$ cat src/rtl/alu_share_arbiter.sv
// Two-port round-robin arbiter feeding one ALU through an issue register; result is registered per port.
// Latency: request accept to response valid = 2 cycles. Backpressure: a port is held off while its response slot is full and not draining.
// Optional perf counters are enabled by defining ALU_ARB_PERF_EN.
module alu_share_arbiter #(
   parameter int XLEN  = 32,
   parameter int TAG_W = 4
) (
   input  logic                       i_clock,
   input  logic                       i_rst_n,
   input  logic [1:0]                 i_req_valid,
   output logic [1:0]                 o_req_ready,
   input  logic [1:0][XLEN-1:0]       i_req_a,
   input  logic [1:0][XLEN-1:0]       i_req_b,
   input  logic [1:0][3:0]            i_req_t,
   input  logic [1:0][2:0]            i_req_ctl,
   input  logic [1:0][TAG_W-1:0]      i_req_tag,
   output logic [XLEN-1:0]            o_alu_a,
   output logic [XLEN-1:0]            o_alu_b,
   output logic [3:0]                 o_alu_t,
   output logic                       o_alu_sub,
   output logic                       o_alu_sign,
   output logic                       o_alu_sra,
   input  logic [XLEN-1:0]            i_alu_res,
   output logic [1:0]                 o_rsp_valid,
   input  logic [1:0]                 i_rsp_ready,
   output logic [1:0][XLEN-1:0]       o_rsp_data,
   output logic [1:0][TAG_W-1:0]      o_rsp_tag
`ifdef ALU_ARB_PERF_EN
   ,
   output logic [31:0]                o_perf_grant0,
   output logic [31:0]                o_perf_grant1,
   output logic [31:0]                o_perf_conflict
`endif
);

   typedef enum logic {S_IDLE, S_ISSUE} state_e;

   state_e                  state_q, state_d;
   logic                    own_q, own_d;
   logic                    ptr_q, ptr_d;
   logic [TAG_W-1:0]        iss_tag_q, iss_tag_d;
   logic [XLEN-1:0]         alu_a_q, alu_a_d, alu_b_q, alu_b_d;
   logic [3:0]              alu_t_q, alu_t_d;
   logic [2:0]              alu_ctl_q, alu_ctl_d;
   logic [1:0]              rsp_vld_q, rsp_vld_d;
   logic [1:0][XLEN-1:0]    rsp_dat_q, rsp_dat_d;
   logic [1:0][TAG_W-1:0]   rsp_tag_q, rsp_tag_d;

   logic [1:0]              busy;
   logic [1:0]              elig;
   logic [1:0]              grant;
   logic                    gsel;

   // busy doubles as the landing mask: the issue owner's slot is written at the end of this cycle
   assign busy = {(state_q == S_ISSUE) && own_q, (state_q == S_ISSUE) && !own_q};
   assign elig = i_req_valid & (~rsp_vld_q | i_rsp_ready) & ~busy;

   always_comb begin
      grant     = elig;
      state_d   = S_IDLE;
      own_d     = own_q;
      ptr_d     = ptr_q;
      iss_tag_d = iss_tag_q;
      alu_a_d   = alu_a_q;
      alu_b_d   = alu_b_q;
      alu_t_d   = alu_t_q;
      alu_ctl_d = alu_ctl_q;
      rsp_vld_d = rsp_vld_q;
      rsp_dat_d = rsp_dat_q;
      rsp_tag_d = rsp_tag_q;

      if (elig == 2'b11) begin
         grant = ptr_q ? 2'b10 : 2'b01;
      end
      gsel = grant[1];

      if (grant != 2'b00) begin
         state_d   = S_ISSUE;
         own_d     = gsel;
         ptr_d     = ~ptr_q;
         iss_tag_d = i_req_tag[gsel];
         alu_a_d   = i_req_a[gsel];
         alu_b_d   = i_req_b[gsel];
         alu_t_d   = i_req_t[gsel];
         alu_ctl_d = i_req_ctl[gsel];
      end

      // a landing result takes priority over a drain so back-to-back replace loses nothing
      for (int p = 0; p < 2; p++) begin
         if (busy[p]) begin
            rsp_vld_d[p] = 1'b1;
            rsp_dat_d[p] = i_alu_res;
            rsp_tag_d[p] = iss_tag_q;
         end else if (i_rsp_ready[p]) begin
            rsp_vld_d[p] = 1'b0;
         end
      end
   end

   always_ff @(posedge i_clock or negedge i_rst_n) begin
      if (!i_rst_n) begin
         state_q   <= S_IDLE;
         own_q     <= 1'b0;
         ptr_q     <= 1'b0;
         iss_tag_q <= '0;
         alu_a_q   <= '0;
         alu_b_q   <= '0;
         alu_t_q   <= '0;
         alu_ctl_q <= '0;
         rsp_vld_q <= '0;
         rsp_dat_q <= '0;
         rsp_tag_q <= '0;
      end else begin
         state_q   <= state_d;
         own_q     <= own_d;
         ptr_q     <= ptr_d;
         iss_tag_q <= iss_tag_d;
         alu_a_q   <= alu_a_d;
         alu_b_q   <= alu_b_d;
         alu_t_q   <= alu_t_d;
         alu_ctl_q <= alu_ctl_d;
         rsp_vld_q <= rsp_vld_d;
         rsp_dat_q <= rsp_dat_d;
         rsp_tag_q <= rsp_tag_d;
      end
   end

   assign o_req_ready = grant;
   assign o_alu_a     = alu_a_q;
   assign o_alu_b     = alu_b_q;
   assign o_alu_t     = alu_t_q;
   assign o_alu_sub   = alu_ctl_q[2];
   assign o_alu_sign  = alu_ctl_q[1];
   assign o_alu_sra   = alu_ctl_q[0];
   assign o_rsp_valid = rsp_vld_q;
   assign o_rsp_data  = rsp_dat_q;
   assign o_rsp_tag   = rsp_tag_q;

`ifdef ALU_ARB_PERF_EN
   logic [31:0] perf_g0_q, perf_g1_q, perf_cf_q;
   logic [31:0] perf_g0_d, perf_g1_d, perf_cf_d;

   always_comb begin
      perf_g0_d = perf_g0_q;
      perf_g1_d = perf_g1_q;
      perf_cf_d = perf_cf_q;
      if (grant[0] && (perf_g0_q != 32'hFFFF_FFFF)) perf_g0_d = perf_g0_q + 32'd1;
      if (grant[1] && (perf_g1_q != 32'hFFFF_FFFF)) perf_g1_d = perf_g1_q + 32'd1;
      if ((&i_req_valid) && (perf_cf_q != 32'hFFFF_FFFF)) perf_cf_d = perf_cf_q + 32'd1;
   end

   always_ff @(posedge i_clock or negedge i_rst_n) begin
      if (!i_rst_n) begin
         perf_g0_q <= '0;
         perf_g1_q <= '0;
         perf_cf_q <= '0;
      end else begin
         perf_g0_q <= perf_g0_d;
         perf_g1_q <= perf_g1_d;
         perf_cf_q <= perf_cf_d;
      end
   end

   assign o_perf_grant0   = perf_g0_q;
   assign o_perf_grant1   = perf_g1_q;
   assign o_perf_conflict = perf_cf_q;
`endif

endmodule

$ cat config.mk
export PLATFORM = sky130hd
export DESIGN_NAME = alu_share_arbiter
export DESIGN_NICKNAME = d
export VERILOG_FILES = /design/src/rtl/alu_share_arbiter.sv
export SDC_FILE = /design/constraint.sdc
export NUM_CORES = 1
export LEC_CHECK = 0
export BUFFER_PORTS_ARGS = -buffer_cell sky130_fd_sc_hd__buf_2
export CORE_AREA = 4 4 129 131
export CTS_CLUSTER_DIAMETER = 120
export DETAILED_ROUTE_END_ITERATION = 7
export DIE_AREA = 0 0 133 135
export GPL_ROUTABILITY_DRIVEN = 0
export PLACE_DENSITY = 0.8
export SKIP_LAST_GASP = 1
export SYNTH_ARGS = -nofsm -noshare
export SYNTH_HDL_FRONTEND = slang
export SYNTH_SLANG_ARGS = --single-unit
$ cat constraint.sdc
create_clock -name i_clock -period 1.9 [get_ports i_clock]
set_input_delay 0.19 -clock i_clock [delete_from_list [all_inputs] [get_ports i_clock]]
set_output_delay 0.19 -clock i_clock [all_outputs]
set_load 0.005 [all_outputs]
Word-level counts from Yosys, hierarchy flattened
Index checks and enable logic that the tools add are counted.
- logic and storage cells: 45
- bits in registers: 152
- bits of input ports: 188
- output and inout bits: 147
- muxes and demuxes: 17
- bitwise gates (word level): 6
- $lt $le $gt $ge: 1
- reductions and logical operators: 6
- equality and inequality tests: 1
- operators with widths (cell ; number):
    $mux 32 ; 4
    $mux 4 ; 4
    $mux 3 ; 2
    $reduce_bool 2->1 ; 3
    $mux 1 ; 5
    $and 2x2->2 ; 2
    $mux 2 ; 2
    $not 2->2 ; 2
    $eq 2x2->1 const B ; 1
    $logic_and 1x1->1 ; 2
    $lt 1x2->1 const B ; 1
    $or 2x2->2 ; 1
    $logic_not 1->1 ; 1
    $not 1->1 ; 1

Logic depth before layout (Yosys ltp)
- depth in word-level cells: 8
- depth in mapped cells: 7
- gate-level depth less buffers: 4

Least setup slack after synthesis
OpenSTA, ideal clock, no wires.
- path kind: register to register
- from: reg own_q
- to: reg alu_a_q[0] (netlist: o_alu_a[0])
- stages on the path, launching flop included: 8
- path slack: 0.330 ns
- buffers on the path: 3
- clock period less this slack: 1.570 ns
- data required time: 1.777 ns
- setup time: 0.123 ns
- arrival time: 1.447 ns
- cell sequence: dfrtp_1 > nand2b_4 > buf_6 > o211a_2 > a21o_4 > buf_6 > buf_6 > o221a_1
- longest elaborated chain between the ends: 8
- elaborated cells on any way between the ends: 10
- those cells by class: eq/ne (1); mux (3); bitwise (2); reduce/logical (4)
- ends and longest elaborated chain (what ; RTL line ; text):
    start, declared ; 39 ; logic own_q, own_d;
    start signal, assigned ; 115 ; own_q <= own_d;
    $logic_not 1->1 ; 55 ; assign busy = {(state_q == S_ISSUE) && own_q, (state_q == S_ISSUE) && !own_q};
    $logic_and 1x1->1 ; 55 ;
    $not 2->2 (*) ; 56 ; assign elig = i_req_valid & (~rsp_vld_q | i_rsp_ready) & ~busy;
    $and 2x2->2 (*) ; 56 ;
    $eq 2x2->1 ; 72 ; if (elig == 2'b11) begin
    $mux 2 (*) ; 72 ;
    $mux 32 (not written as such) (2 in series) ; 82 ; alu_a_d = i_req_a[gsel];
    end signal, assigned ; 118 ; alu_a_q <= alu_a_d;
    end, declared ; 42 ; logic [XLEN-1:0] alu_a_q, alu_a_d, alu_b_q, alu_b_d;
Mark *: on every way between the ends. The rest lies on a longest branch, timed or not. The select of a mux whose other input is x is not followed.
A chain may end at the register's enable or synchronous reset.

Worst setup path after layout
- from: reg rsp_vld_q[1] (netlist: o_rsp_valid[1])
- to: reg alu_a_q[24] (netlist: o_alu_a[24])
- longest elaborated chain between the ends: 8
- elaborated cells on any way between the ends: 9
- those cells by class: eq/ne (1); mux (3); bitwise (4); reduce/logical (1)
- ends and longest elaborated chain (what ; RTL line ; text):
    start, declared ; 45 ; logic [1:0] rsp_vld_q, rsp_vld_d;
    start signal, assigned ; 122 ; rsp_vld_q <= rsp_vld_d;
    $not 2->2 (*) ; 56 ;
    $or 2x2->2 (*) ; 56 ;
    $and 2x2->2 (*) (2 in series) ; 56 ;
    $eq 2x2->1 ; 72 ;
    $mux 2 (*) ; 72 ;
    $mux 32 (not written as such) (2 in series) ; 82 ;
Marks and branches as above.

==> summary.md <==
| Metric | Value |
|---|---|
| YS warnings | 0 |
| Initial drt markers | 235 |
| Placed cell count | 1025 |
| CP arrival | 2.21 ns |
| Non-filler cells, final | 1098 |
| RSZ-0062 raised after global routing | yes |
| HP Class | in -> reg |
| Core area | 0.01560 mm² |
| Power Density | 1662 mW/mm² |
| Clk Latency, worst-skew pair | 0.42 ns |
| Worst setup EP type | flip-flop |
| Clock Skew | 0.01394 ns |
| All-Layer GR Usage | 22.86% |
| Placement Cell Area | 0.008289 mm² |
| Register area | 0.003804 mm² |
| Leak Pwr | 4.486 nW |
| Net count, final | 1057 |
| Critical Path RT | 2.24 ns |
| Highest clock rate | 0.5362 GHz |
| Hold Crit Depth | 2 |
| Htree depth | 4 |
| WL per Instance | 19.14 µm |
| Area grow syn2layout | 46.31% |
| Row count | 46 |
| Final Cell Area | 0.009389 mm² |
| Startpoint Class | flip-flop |
| Antenna-violating nets left | 0 |
| Initial antenna violation count | 0 |
| Pin count of the biggest net entering global routing | 78 |
| Rel. slew slack | 46.10% |
| #FFs+latches synth | 152 |
| Count of pins over their slew limit | 0 |
| Largest buffer count on any clock path | 2 |
| Ant. Diodes | 0 |
| Worst IR Drop VDD | 0.9811 mV |
| Fill count | 1265 |
| Mapped Area | 0.006417 mm² |
| Routed WL | 21020 µm |
| Worst flop-to-flop path endpoint | o_alu_a[24]$_DFFE_PN0P_ |
| Hold Crit Endpoint | o_rsp_data[51]$_DFFE_PN0P_ |
| I/O Buffers | 334 |
| Via count | 5671 |
| Vias/cell | 5.165 |
| CTS buffer count | 17 |
| Post-Synthesis Net Count | 696 |
| Synth area leaders | dfrtp_1, o221a_1, nand3b_1 |
| Hold Violations, Final | 0 |
| Clock-pin slew on the worst setup and hold paths | 0.07 ns |
| FF-to-FF path depth | 4 |
| Top cell type's share of synthesized area | 59.27% |
| Initial Util | 41.14% |
| First-pass GRT wire length | 31990 µm |
| Number of max-cap violations | 0 |
| Die X | 133 µm |
| Run status | completed |
| Slew @ Worst Pin | 0.8084 ns |
| Register area share after synthesis | 59.27% |
| Drt first pass iters | 6 |
| Tot Pwr | 15.61 mW |
| Critical path peak fanout | 77 |
| Tcrit/Tclk final | 98.15% |
| Final setup vio count | 0 |
| DP Wirelength | 13780 µm |
| I/O pin count | 335 |
| Layout cell share with drive strength beyond 1 | 45.92% |
| Clock sink total | 152 |
| Number of global-route vias before repair | 5926 |
| Hold Startpoint | i_alu_res[19] |
| Dominant cell type by area after synthesis | dfrtp_1 |
| CTS tree | yes |
| Mapped Avg Cell Area | 12.63 µm² |
| CTS root buffer | clkbuf_16 |
| Global route total overflow | 0 |
| Post-synthesis cell count | 508 |
| Setup CP Type | reg -> reg |
| Remaining routing DRC violations | 0 |
| FF-to-FF Start | o_rsp_valid[1]$_DFFE_PN0P_ |
| Area of the multi-input gates | 0.002379 mm² |
| Final Critical Period | 1.865 ns |
| Die Ht | 135 µm |
| R2R setup slack | 0.04 ns |
| Yosys cell types | 24 |
| Die Footprint | 0.01796 mm² |
sequential cells by signal (all words and copies together), names as in the netlist, 2 cells and up:
| register | flops |
|---|---|
| o_rsp_tag | 8 |
| o_rsp_valid | 2 |
| o_alu_t | 4 |
| o_alu_b | 32 |
| o_alu_a | 32 |
| o_rsp_data | 64 |
| alu_ctl_q | 3 |
| iss_tag_q | 4 |
Yosys cell counts (all sizes together):
library cell and n:
dfrtp 152, nand2 109, nand3b 75, o221a 75, mux2 36, buf 27, clkbuf 17, inv 4
and2 2, nand2b 2, a21o 1, a21oi 1, nand4 1, nor2 1, nor2b 1, o211a 1
o21ai 1, o311ai 1, xor2 1
cell families (layout without fill, tap and decap cells):
| kind of cell | count (synthesis) | count (layout) | synth area share [%] |
|---|---|---|---|
| XOR/XNOR | 1 | 1 | 0.1365 |
| flip-flops | 152 | 152 | 59.27 |
| AND/OR/NAND/NOR | 191 | 191 | 16.01 |
| buffers and inverters | 48 | 422 | 4.094 |
| multiplexers | 36 | 36 | 6.317 |
| AO/OA/AOI/OAI | 80 | 80 | 14.17 |
per-stage QoR:
step                hold slack [ns]  util, %  setup TNS, ns  setup WS, ns
global placement             0.1469    53.14              0       0.06593
CTS                        0.002594    60.00        -0.7627      -0.03651
detailed placement           0.1493    53.14      -0.005332     -0.005332
floorplan                   -0.1056        -              0        0.3302
global route               0.005878    60.20         -1.941      -0.05826
finish                      0.01407    60.20              0       0.03510
repair_timing:
item,in CTS,in global routing
resized for setup,1,3
buffers inserted,3,4
cloned,4,0
endpoints found under the setup margin,4,78
endpoints found under the hold margin,87,0
hold buffers,30,0
pin swaps,1,1
layer usage:
metal / wire (µm) / track usage [%] / vias up
li1: - / - / 2585
met1: 8350 / 28.03 / 2764
met2: 10480 / 39.42 / 289
met3: 1659 / 5.440 / 33
met4: 528 / 8.487 / 0
met5: 0 / 0 / -
power by group:
group | total (mW) | internal (mW) | switching [mW]
logic | 6.31 | 3.15 | 3.16
clock network | 3.45 | 2.00 | 1.46
registers | 5.84 | 4.87 | 0.974
total | 15.6 | 10.0 | 5.60
worst max-delay path, cell delays in order (launching register included):
cell,delay [ns]
dfrtp_1,0.37
nand2b_1,0.15
and2_2,0.22
a21o_4,0.63
o221a_1,0.34
worst max path at each step:
stage,from,end,slack [ns],cells past startpoint
2_1_floorplan,own_q$_DFFE_PN0P_,o_alu_a[0]$_DFFE_PN0P_,0.33,7
5_1_grt,o_rsp_valid[1]$_DFFE_PN0P_,o_alu_a[24]$_DFFE_PN0P_,-0.06,4
6_report,o_rsp_valid[1]$_DFFE_PN0P_,o_alu_a[24]$_DFFE_PN0P_,0.04,4
3_5_place_dp,own_q$_DFFE_PN0P_,o_alu_a[24]$_DFFE_PN0P_,-0.005,4
4_1_cts,own_q$_DFFE_PN0P_,o_req_ready[1],-0.04,6
3_3_place_gp,own_q$_DFFE_PN0P_,o_alu_b[18]$_DFFE_PN0P_,0.07,4
layout make-up:
| cell class | instances | area share, % |
|---|---|---|
| sequential | 152 | 40.51 |
| inverter | 4 | 0.1599 |
| multi-input combinational | 308 | 25.33 |
| tap | 216 | 2.878 |
| clock buffer | 17 | 4.531 |
| clock inverter | 15 | 1.959 |
| timing repair buffer | 386 | 24.63 |
cell usage in the layout (no fill, tap or decap), drive strengths merged, types with 2 or more instances in the layout:
master / instances
clkbuf: 17
mux2: 36
nand3b: 75
clkinv: 4
bufbuf: 3
dlygate4sd3: 30
nand2: 109
dfrtp: 152
inv: 12
bufinv: 2
and2: 2
nand2b: 2
buf: 353
o221a: 75
Power figures use the tool's default switching activity.
